===== config.mk =====
export PLATFORM = sky130hd
export DESIGN_NAME = apb_master_fsm
export DESIGN_NICKNAME = d
export VERILOG_FILES = /design/src/rtl/apb_pkg.sv /design/src/rtl/apb_master_fsm.sv
export SDC_FILE = /design/constraint.sdc
export NUM_CORES = 1
export LEC_CHECK = 0
export BUFFER_PORTS_ARGS = -buffer_cell sky130_fd_sc_hd__clkbuf_2
export CAP_MARGIN = 20
export CORE_UTILIZATION = 35
export DETAILED_ROUTE_END_ITERATION = 6
export PLACE_DENSITY_LB_ADDON = 0.12
export SYNTH_ARGS = -nofsm -noshare
export SYNTH_HDL_FRONTEND = slang
export SYNTH_SLANG_ARGS = --single-unit
export TNS_END_PERCENT = 50

===== constraint.sdc =====
create_clock -name PCLK -period 3 [get_ports PCLK]
set_input_delay 0.15 -clock PCLK [delete_from_list [all_inputs] [get_ports PCLK]]
set_output_delay 0.15 -clock PCLK [all_outputs]
set_load 0.01 [all_outputs]

===== src/rtl/apb_pkg.sv =====
// Shared APB master definitions: FSM state encoding and default bus widths.
package apb_pkg;

  localparam int unsigned APB_DATA_WIDTH     = 32;
  localparam int unsigned APB_ADDR_WIDTH     = 32;
  localparam int unsigned APB_TIMEOUT_CYCLES = 16;

  typedef enum logic [1:0] {
    IDLE   = 2'b00,
    SETUP  = 2'b01,
    ACCESS = 2'b10
  } apb_state_e;

endpackage


===== src/rtl/apb_master_fsm.sv =====
// APB master: turns upstream valid/ready commands into APB SETUP/ACCESS
// transfers, with a wait-state timeout that aborts a stalled slave.
module apb_master_fsm
  import apb_pkg::*;
#(
  parameter int unsigned DATA_WIDTH     = APB_DATA_WIDTH,
  parameter int unsigned ADDR_WIDTH     = APB_ADDR_WIDTH,
  parameter int unsigned TIMEOUT_CYCLES = APB_TIMEOUT_CYCLES
) (
  input  logic                  PCLK,
  input  logic                  PRESET,
  // upstream command / response
  input  logic                  cmd_valid,
  output logic                  cmd_ready,
  input  logic                  cmd_write,
  input  logic [ADDR_WIDTH-1:0] cmd_addr,
  input  logic [DATA_WIDTH-1:0] cmd_wdata,
  output logic                  rsp_valid,
  output logic [DATA_WIDTH-1:0] rsp_rdata,
  output logic                  rsp_err,
  // APB
  output logic [ADDR_WIDTH-1:0] PADDR,
  output logic                  PSEL,
  output logic                  PENABLE,
  output logic                  PWRITE,
  output logic [DATA_WIDTH-1:0] PWDATA,
  input  logic [DATA_WIDTH-1:0] PRDATA,
  input  logic                  PREADY,
  input  logic                  PSLVERR
);

  localparam int unsigned      CNT_W    = $clog2(TIMEOUT_CYCLES + 1);
  localparam logic [CNT_W-1:0] CNT_LAST = CNT_W'(TIMEOUT_CYCLES - 1);

  apb_state_e            state_q, state_d;
  logic [CNT_W-1:0]      wait_cnt_q, wait_cnt_d;

  logic                  cmd_ready_d;
  logic                  rsp_valid_d;
  logic [DATA_WIDTH-1:0] rsp_rdata_d;
  logic                  rsp_err_d;
  logic [ADDR_WIDTH-1:0] paddr_d;
  logic                  psel_d;
  logic                  penable_d;
  logic                  pwrite_d;
  logic [DATA_WIDTH-1:0] pwdata_d;

  // Next-state and next-output logic; every output is the registered copy of its _d.
  always_comb begin
    state_d     = state_q;
    wait_cnt_d  = wait_cnt_q;
    rsp_valid_d = 1'b0;
    rsp_rdata_d = rsp_rdata;
    rsp_err_d   = rsp_err;
    paddr_d     = PADDR;
    psel_d      = PSEL;
    penable_d   = PENABLE;
    pwrite_d    = PWRITE;
    pwdata_d    = PWDATA;

    case (state_q)
      IDLE: begin
        // cmd_ready is only ever high while in IDLE
        if (cmd_valid && cmd_ready) begin
          paddr_d   = cmd_addr;
          pwrite_d  = cmd_write;
          pwdata_d  = cmd_wdata;
          psel_d    = 1'b1;
          penable_d = 1'b0;
          state_d   = SETUP;
        end
      end
      SETUP: begin
        penable_d  = 1'b1;
        wait_cnt_d = '0;
        state_d    = ACCESS;
      end
      ACCESS: begin
        if (PREADY) begin
          // completion wins over the timeout on the limit edge
          psel_d      = 1'b0;
          penable_d   = 1'b0;
          rsp_valid_d = 1'b1;
          rsp_err_d   = PSLVERR;
          rsp_rdata_d = PWRITE ? '0 : PRDATA;
          state_d     = IDLE;
        end else begin
          wait_cnt_d = wait_cnt_q + CNT_W'(1);
          if (wait_cnt_q == CNT_LAST) begin
            psel_d      = 1'b0;
            penable_d   = 1'b0;
            rsp_valid_d = 1'b1;
            rsp_err_d   = 1'b1;
            rsp_rdata_d = '0;
            state_d     = IDLE;
          end
        end
      end
      default: begin
        psel_d    = 1'b0;
        penable_d = 1'b0;
        state_d   = IDLE;
      end
    endcase

    cmd_ready_d = (state_d == IDLE);
  end

  // State, counter and output registers with synchronous reset.
  always_ff @(posedge PCLK) begin
    if (PRESET) begin
      state_q    <= IDLE;
      wait_cnt_q <= '0;
      cmd_ready  <= 1'b0;
      rsp_valid  <= 1'b0;
      rsp_rdata  <= '0;
      rsp_err    <= 1'b0;
      PADDR      <= '0;
      PSEL       <= 1'b0;
      PENABLE    <= 1'b0;
      PWRITE     <= 1'b0;
      PWDATA     <= '0;
    end else begin
      state_q    <= state_d;
      wait_cnt_q <= wait_cnt_d;
      cmd_ready  <= cmd_ready_d;
      rsp_valid  <= rsp_valid_d;
      rsp_rdata  <= rsp_rdata_d;
      rsp_err    <= rsp_err_d;
      PADDR      <= paddr_d;
      PSEL       <= psel_d;
      PENABLE    <= penable_d;
      PWRITE     <= pwrite_d;
      PWDATA     <= pwdata_d;
    end
  end

endmodule


==> results.py, run 1 <==
metrics = {
    "run_status": {
        "status": "completed",
    },
    "sta": {
        "totalNegativeSetupSlack_ns": 0,
        "rsz0062_at_grt": "false",
        "skew_ns": 0.01247,
        "worstMarginPinSlew_ns": 0.5446,
        "maxSlewViolCount": 0,
        "period_needed_ns": 1.977,
        "setup_viol": 0,
        "relSlewSlack_pct": 63.64,
        "fmax_ghz": 0.5057,
        "hold_viol": 0,
        "timing.final.crit_share_pct": 65.91,
        "worst_slack_ns": 1.023,
    },
    "yosys": {
        "netlist_area_sq_um": 3605,
        "ys_seq_area_share_pct": 60.53,
        "syn_inst": 286,
        "avgSynthCellArea_sq_um": 12.60,
        "synth-main-ff-cell": "dfxtp_1",
        "async_flop_share_pct": 0,
        "synth_edf_count": 0,
        "synth_nets": 390,
        "ys_ff_latch": 109,
        "ys_warn_count": 0,
        "synth_cell_types": 37,
    },
    "grt": {
        "antenna_found_initial": 0,
        "grt_pass1_vias": 3037,
        "grt_max_degree": 35,
        "grt_usage_pct": 17.39,
        "gr-usage-met3_pct": 4.772,
        "grtUsageMet2_pct": 29.65,
        "use_met1_pct": 20.97,
        "grt_pass1_wl_mm": 14.35,
        "top_usage_layer": "met2",
        "overflow": 0,
    },
    "clocking": {
        "cts_inserted_buffers": 9,
        "insertion_delay_ns": 0.36,
        "cts_sinks": 109,
        "clk_path_buf_depth": 2,
        "cts.repair.resized": 0,
        "htree_num_levels": 3,
        "path_clk_slew_ns": 0.10,
        "hold_buffers": 92,
        "post_cts_buffers": 0,
        "cts_root_buf": "clkbuf_8",
        "cts_tree": "yes",
    },
    "setup_path": {
        "startpoint": "wait_cnt_q[0]$_SDFFE_PP0P_",
        "reg2regPathDepth": 7,
        "r2r_slack_ns": 1.02,
        "crit_arrival_ns": 2.27,
        "endpoint_kind": "flip-flop",
        "r2r_end": "rsp_rdata[17]$_SDFFE_PP0P_",
        "crit_fanout": 32,
        "crit_type": "reg -> reg",
        "r2r_start": "wait_cnt_q[0]$_SDFFE_PP0P_",
        "start_kind": "flip-flop",
        "required_ns": 3.29,
    },
    "placement": {
        "gp_congestion": 0.7707,
        "pre_cts_ws_ns": 1.056,
        "hpwl_mm": 6.333,
        "place_inst": 603,
        "portBuffers": 203,
    },
    "worst_hold_path": {
        "hp-class": "in -> reg",
        "hold_path_depth": 2,
        "min_from": "cmd_wdata[26]",
        "holdPathEnd": "PWDATA[26]$_SDFFE_PP0P_",
    },
    "route": {
        "via_per_inst": 4.711,
        "drc": 0,
        "first_pass_iters": 4,
        "detail_route.wl_per_cell_microns": 13.94,
        "drtAntennaViolNets": 0,
        "dr.first_iter.drc_count": 103,
        "route.vias.total": 3354,
        "wl_mm": 9.928,
    },
    "finish": {
        "utilization_pct": 58.51,
        "layout.nets": 678,
        "register_area_sq_um": 2182,
        "fill_cells": 832,
        "antennaDiodeCount": 0,
        "multi_input_area_sq_um": 1229,
        "drive_gt1_share_pct": 40.41,
        "area_delta_synth_final_pct": 60.12,
        "final_cells": 712,
    },
    "power_and_ir_drop": {
        "ir_drop_uv": 222.3,
        "p_leak_nw": 2.717,
        "p_per_area_nw_per_um2": 472.4,
    },
    "die": {
        "initial_core_util_pct": 36.54,
        "dieArea_sq_um": 10710,
        "core-area_sq_um": 9864,
        "dieHeight_microns": 103.5,
        "ios": 204,
        "die_w_microns": 103.5,
        "rows": 36,
    },
    "job": {
        "max-cap-violations": 0,
    },
}
==> cells by family (layout without fill, tap and decap cells) <==
group / count (synthesis) / in the layout / share of synthesized area [%]
AND/OR/NAND/NOR: 34 / 34 / 7.186
AO/OA/AOI/OAI: 111 / 111 / 26.07
flip-flops: 109 / 109 / 60.53
adder cells (fa/ha/maj): 2 / 2 / 0.6941
buffers and inverters: 30 / 323 / 5.519
==> final cells by class <==
cell class	instances	share of cell area [%]
multi-input combinational	147	21.29
clock buffer	9	2.146
timing repair buffer	303	34.64
inverter	4	0.2601
clock inverter	7	0.9755
sequential	109	37.81
tap	133	2.883
==> synthesized netlist by cell type (3+ instances only) <==
master    count  area, sq um
inv_1         3        11.26
dfxtp_1     109         2182
a21oi_1       4        20.02
nor2_1        4        15.01
nand3b_1      4        30.03
buf_6         8        90.09
buf_4         3        22.52
a22o_1       97        849.6
a31oi_1       3        18.77
buf_2        12        60.06
clkbuf_1      3        11.26
nor3b_1       3        22.52
==> cells in the final DEF (no fill, tap or decap), types with 4 or more instances in the layout <==
cell type,synthesis,final
clkbuf_8,0,9
nand3b_1,4,4
a21oi_1,4,4
a22o_1,97,97
clkbuf_2,0,203
buf_4,3,7
dfxtp_1,109,109
dlygate4sd3_1,0,93
nor2_1,4,4
==> critical path: stages (launching register included) <==
cell	delay (ns)
dfxtp_1	0.36
ha_1	0.23
and3_1	0.18
ha_1	0.21
or2_1	0.26
a21oi_2	0.13
buf_4	0.33
a22o_1	0.21
==> report_power, final <==
part,switching [mW],internal [mW],leakage [nW]
sequential,0.0352,1.50,0.885
combinational,0.161,0.211,1.74
clock,0.503,0.313,0.0906
==> per-stage QoR <==
step                hold WS, ns  cell area (sq um)  power (mW)
global route           0.006526               5772       2.873
CTS                    0.001238               5762       2.766
detailed placement       0.3638               4661       1.843
global placement         0.3594               4661       1.839
floorplan                0.2755               3605       1.708
finish                  0.01829               5772       2.727
==> routing by layer <==
layer	share of wire (%)	wire [microns]
met5	0	0
met4	1.3	132
met3	7.4	731
met2	48	4731
met1	44	4331
==> flip-flops by register name, summed over array words and instances, names as in the netlist <==
signal / count
state_q: 2
rsp_rdata: 32
PENABLE: 1
rsp_valid: 1
PWDATA: 32
rsp_err: 1
cmd_ready: 1
PWRITE: 1
PSEL: 1
PADDR: 32
wait_cnt_q: 5
==> worst max-delay path by stage <==
| stage | end | cells after the start | slack, ns |
|---|---|---|---|
| floorplan | rsp_rdata[10]$_SDFFE_PP0P_ | 7 | 1.26 |
| global placement | rsp_rdata[5]$_SDFFE_PP0P_ | 7 | 1.09 |
| detailed placement | rsp_rdata[10]$_SDFFE_PP0P_ | 7 | 1.06 |
| CTS | rsp_rdata[18]$_SDFFE_PP0P_ | 7 | 1.03 |
| global route | rsp_rdata[17]$_SDFFE_PP0P_ | 7 | 0.88 |
| finish | rsp_rdata[17]$_SDFFE_PP0P_ | 7 | 1.02 |
No activity file was read; power rests on OpenSTA's default activity.
==> run 2: changes to the inputs <==
==> constraint.sdc (replaced) <==
create_clock -name PCLK -period 1.6 [get_ports PCLK]
set_input_delay 0.08 -clock PCLK [delete_from_list [all_inputs] [get_ports PCLK]]
set_output_delay 0.08 -clock PCLK [all_outputs]
set_load 0.01 [all_outputs]
==> results.py, run 2 (synthesized netlist as in run 1, its figures left out) <==
metrics = {
    "die": {
        "ios": 204,
        "die_w_microns": 103.5,
        "core-area_sq_um": 9864,
        "initial_core_util_pct": 36.54,
        "dieHeight_microns": 103.5,
        "rows": 36,
        "dieArea_sq_um": 10710,
    },
    "grt": {
        "grt_max_degree": 40,
        "antenna_found_initial": 0,
        "grt_pass1_vias": 3201,
        "overflow": 0,
        "grt_usage_pct": 18.60,
        "grt_pass1_wl_mm": 15.16,
    },
    "setup_path": {
        "crit_arrival_ns": 1.95,
        "crit_fanout": 32,
        "crit_type": "reg -> reg",
        "required_ns": 1.91,
        "r2r_slack_ns": -0.04,
        "endpoint_kind": "flip-flop",
        "start_kind": "flip-flop",
    },
    "route": {
        "dr.first_iter.drc_count": 131,
        "drtAntennaViolNets": 0,
        "via_per_inst": 4.774,
        "wl_mm": 10.76,
        "first_pass_iters": 4,
        "drc": 0,
        "detail_route.wl_per_cell_microns": 14.84,
        "route.vias.total": 3461,
    },
    "finish": {
        "final_common_cell": "clkbuf_2",
        "final_cells": 725,
        "largestRegisters": "PADDR x32, PWDATA x32, rsp_rdata x32",
        "area_delta_synth_final_pct": 66.96,
        "utilization_pct": 61.01,
        "layout_common_cells": "clkbuf_2, dfxtp_1, dlygate4sd3_1",
        "layout.nets": 691,
        "antennaDiodeCount": 0,
        "drive_gt1_share_pct": 42.40,
    },
    "clocking": {
        "cts_inserted_buffers": 9,
        "cts_sinks": 109,
        "post_cts_buffers": 0,
        "cts_root_buf": "clkbuf_8",
        "clk_path_buf_depth": 2,
        "path_clk_slew_ns": 0.11,
        "cts_tree": "yes",
        "insertion_delay_ns": 0.37,
        "htree_num_levels": 3,
    },
    "power_and_ir_drop": {
        "finalPower_mw": 5.320,
        "p_per_area_nw_per_um2": 883.9,
        "p_leak_nw": 2.808,
        "ir_drop_uv": 475.1,
    },
    "placement": {
        "place_inst": 611,
        "hpwl_mm": 6.482,
        "portBuffers": 203,
        "gp_congestion": 0.7414,
    },
    "sta": {
        "setup_viol": 32,
        "period_needed_ns": 1.640,
        "skew_ns": 0.01528,
        "rsz0062_at_grt": "true",
        "worstMarginPinSlew_ns": 0.2932,
        "relSlewSlack_pct": 80.30,
        "timing.final.crit_share_pct": 102.5,
        "hold_viol": 0,
        "fmax_ghz": 0.6097,
        "maxSlewViolCount": 0,
        "worst_slack_ns": -0.04021,
    },
    "job": {
        "max-cap-violations": 0,
    },
    "run_status": {
        "violations": "negative setup slack",
        "status": "complete, but fails checks",
    },
    "worst_hold_path": {
        "hp-class": "in -> reg",
    },
}
run 2: changes by cell type in the layout (fill, tap and decap cells not counted), sizes merged:
cell / delta
buf: +8
clkinvlp: +1
inv: -2
bufinv: +1
dlygate4sd3: +5
run 2: final timing paths:
check,startpoint,endpoint,depth (start not counted)
worst max-delay path,wait_cnt_q[1]$_SDFFE_PP0P_,rsp_rdata[16]$_SDFFE_PP0P_,7
worst min-delay path,PRESET,state_q[1]$_SDFF_PP0_,2
worst max register to register,wait_cnt_q[1]$_SDFFE_PP0P_,rsp_rdata[16]$_SDFFE_PP0P_,7
worst min register to register,PADDR[0]$_SDFFE_PP0P_,PADDR[0]$_SDFFE_PP0P_,1
run 2: worst max-delay path: stages, from the launching register on:
cell and delay [ns]:
dfxtp_2 0.34, ha_4 0.15, and3_4 0.18, ha_4 0.15
or2_4 0.24, a21oi_4 0.14, buf_12 0.20, a22o_1 0.17
run 2: metrics by stage:
step,setup slack [ns],area (sq um),TNS (ns),hold slack [ns]
2_1_floorplan,0.003701,3638,0,0.2055
3_3_place_gp,0.001378,4798,0,0.2887
3_5_place_dp,-0.03926,4798,-0.7303,0.2917
4_1_cts,-0.06223,5978,-1.391,0.05381
5_1_grt,-0.08290,6018,-1.897,0.06491
6_report,-0.04021,6018,-0.6247,0.06052
run 2: routing by layer:
layer	global-route usage (%)	vias up	share of wire [%]
met5	0	-	0
met4	8.776	0	1.8
met3	4.503	16	7.7
met2	32.25	144	48
met1	21.58	1610	42
li1	-	1691	-
run 2: layout make-up:
class                           count  area, sq um
Sequential cell                   109         2186
Clock buffer                        9        123.9
Tap cell                          133        166.4
Clock inverter                      7        75.07
Fill cell                         823         3846
Inverter                            4        15.01
Multi-Input combinational cell    147         1280
Timing Repair Buffer              316         2172
run 2: what timing repair did:
action,4_1_cts,5_1_grt
hold buffers,98,0
gates cloned,0,0
pin swaps,0,10
hold endpoints to repair,98,0
resized for setup,0,8
endpoints found under the setup margin,33,35
run 2: power breakdown:
part           internal [mW]  switching [mW]  leakage [nW]
sequential              2.82          0.0641         0.887
combinational          0.430           0.320          1.82
clock                  0.732           0.953        0.0971
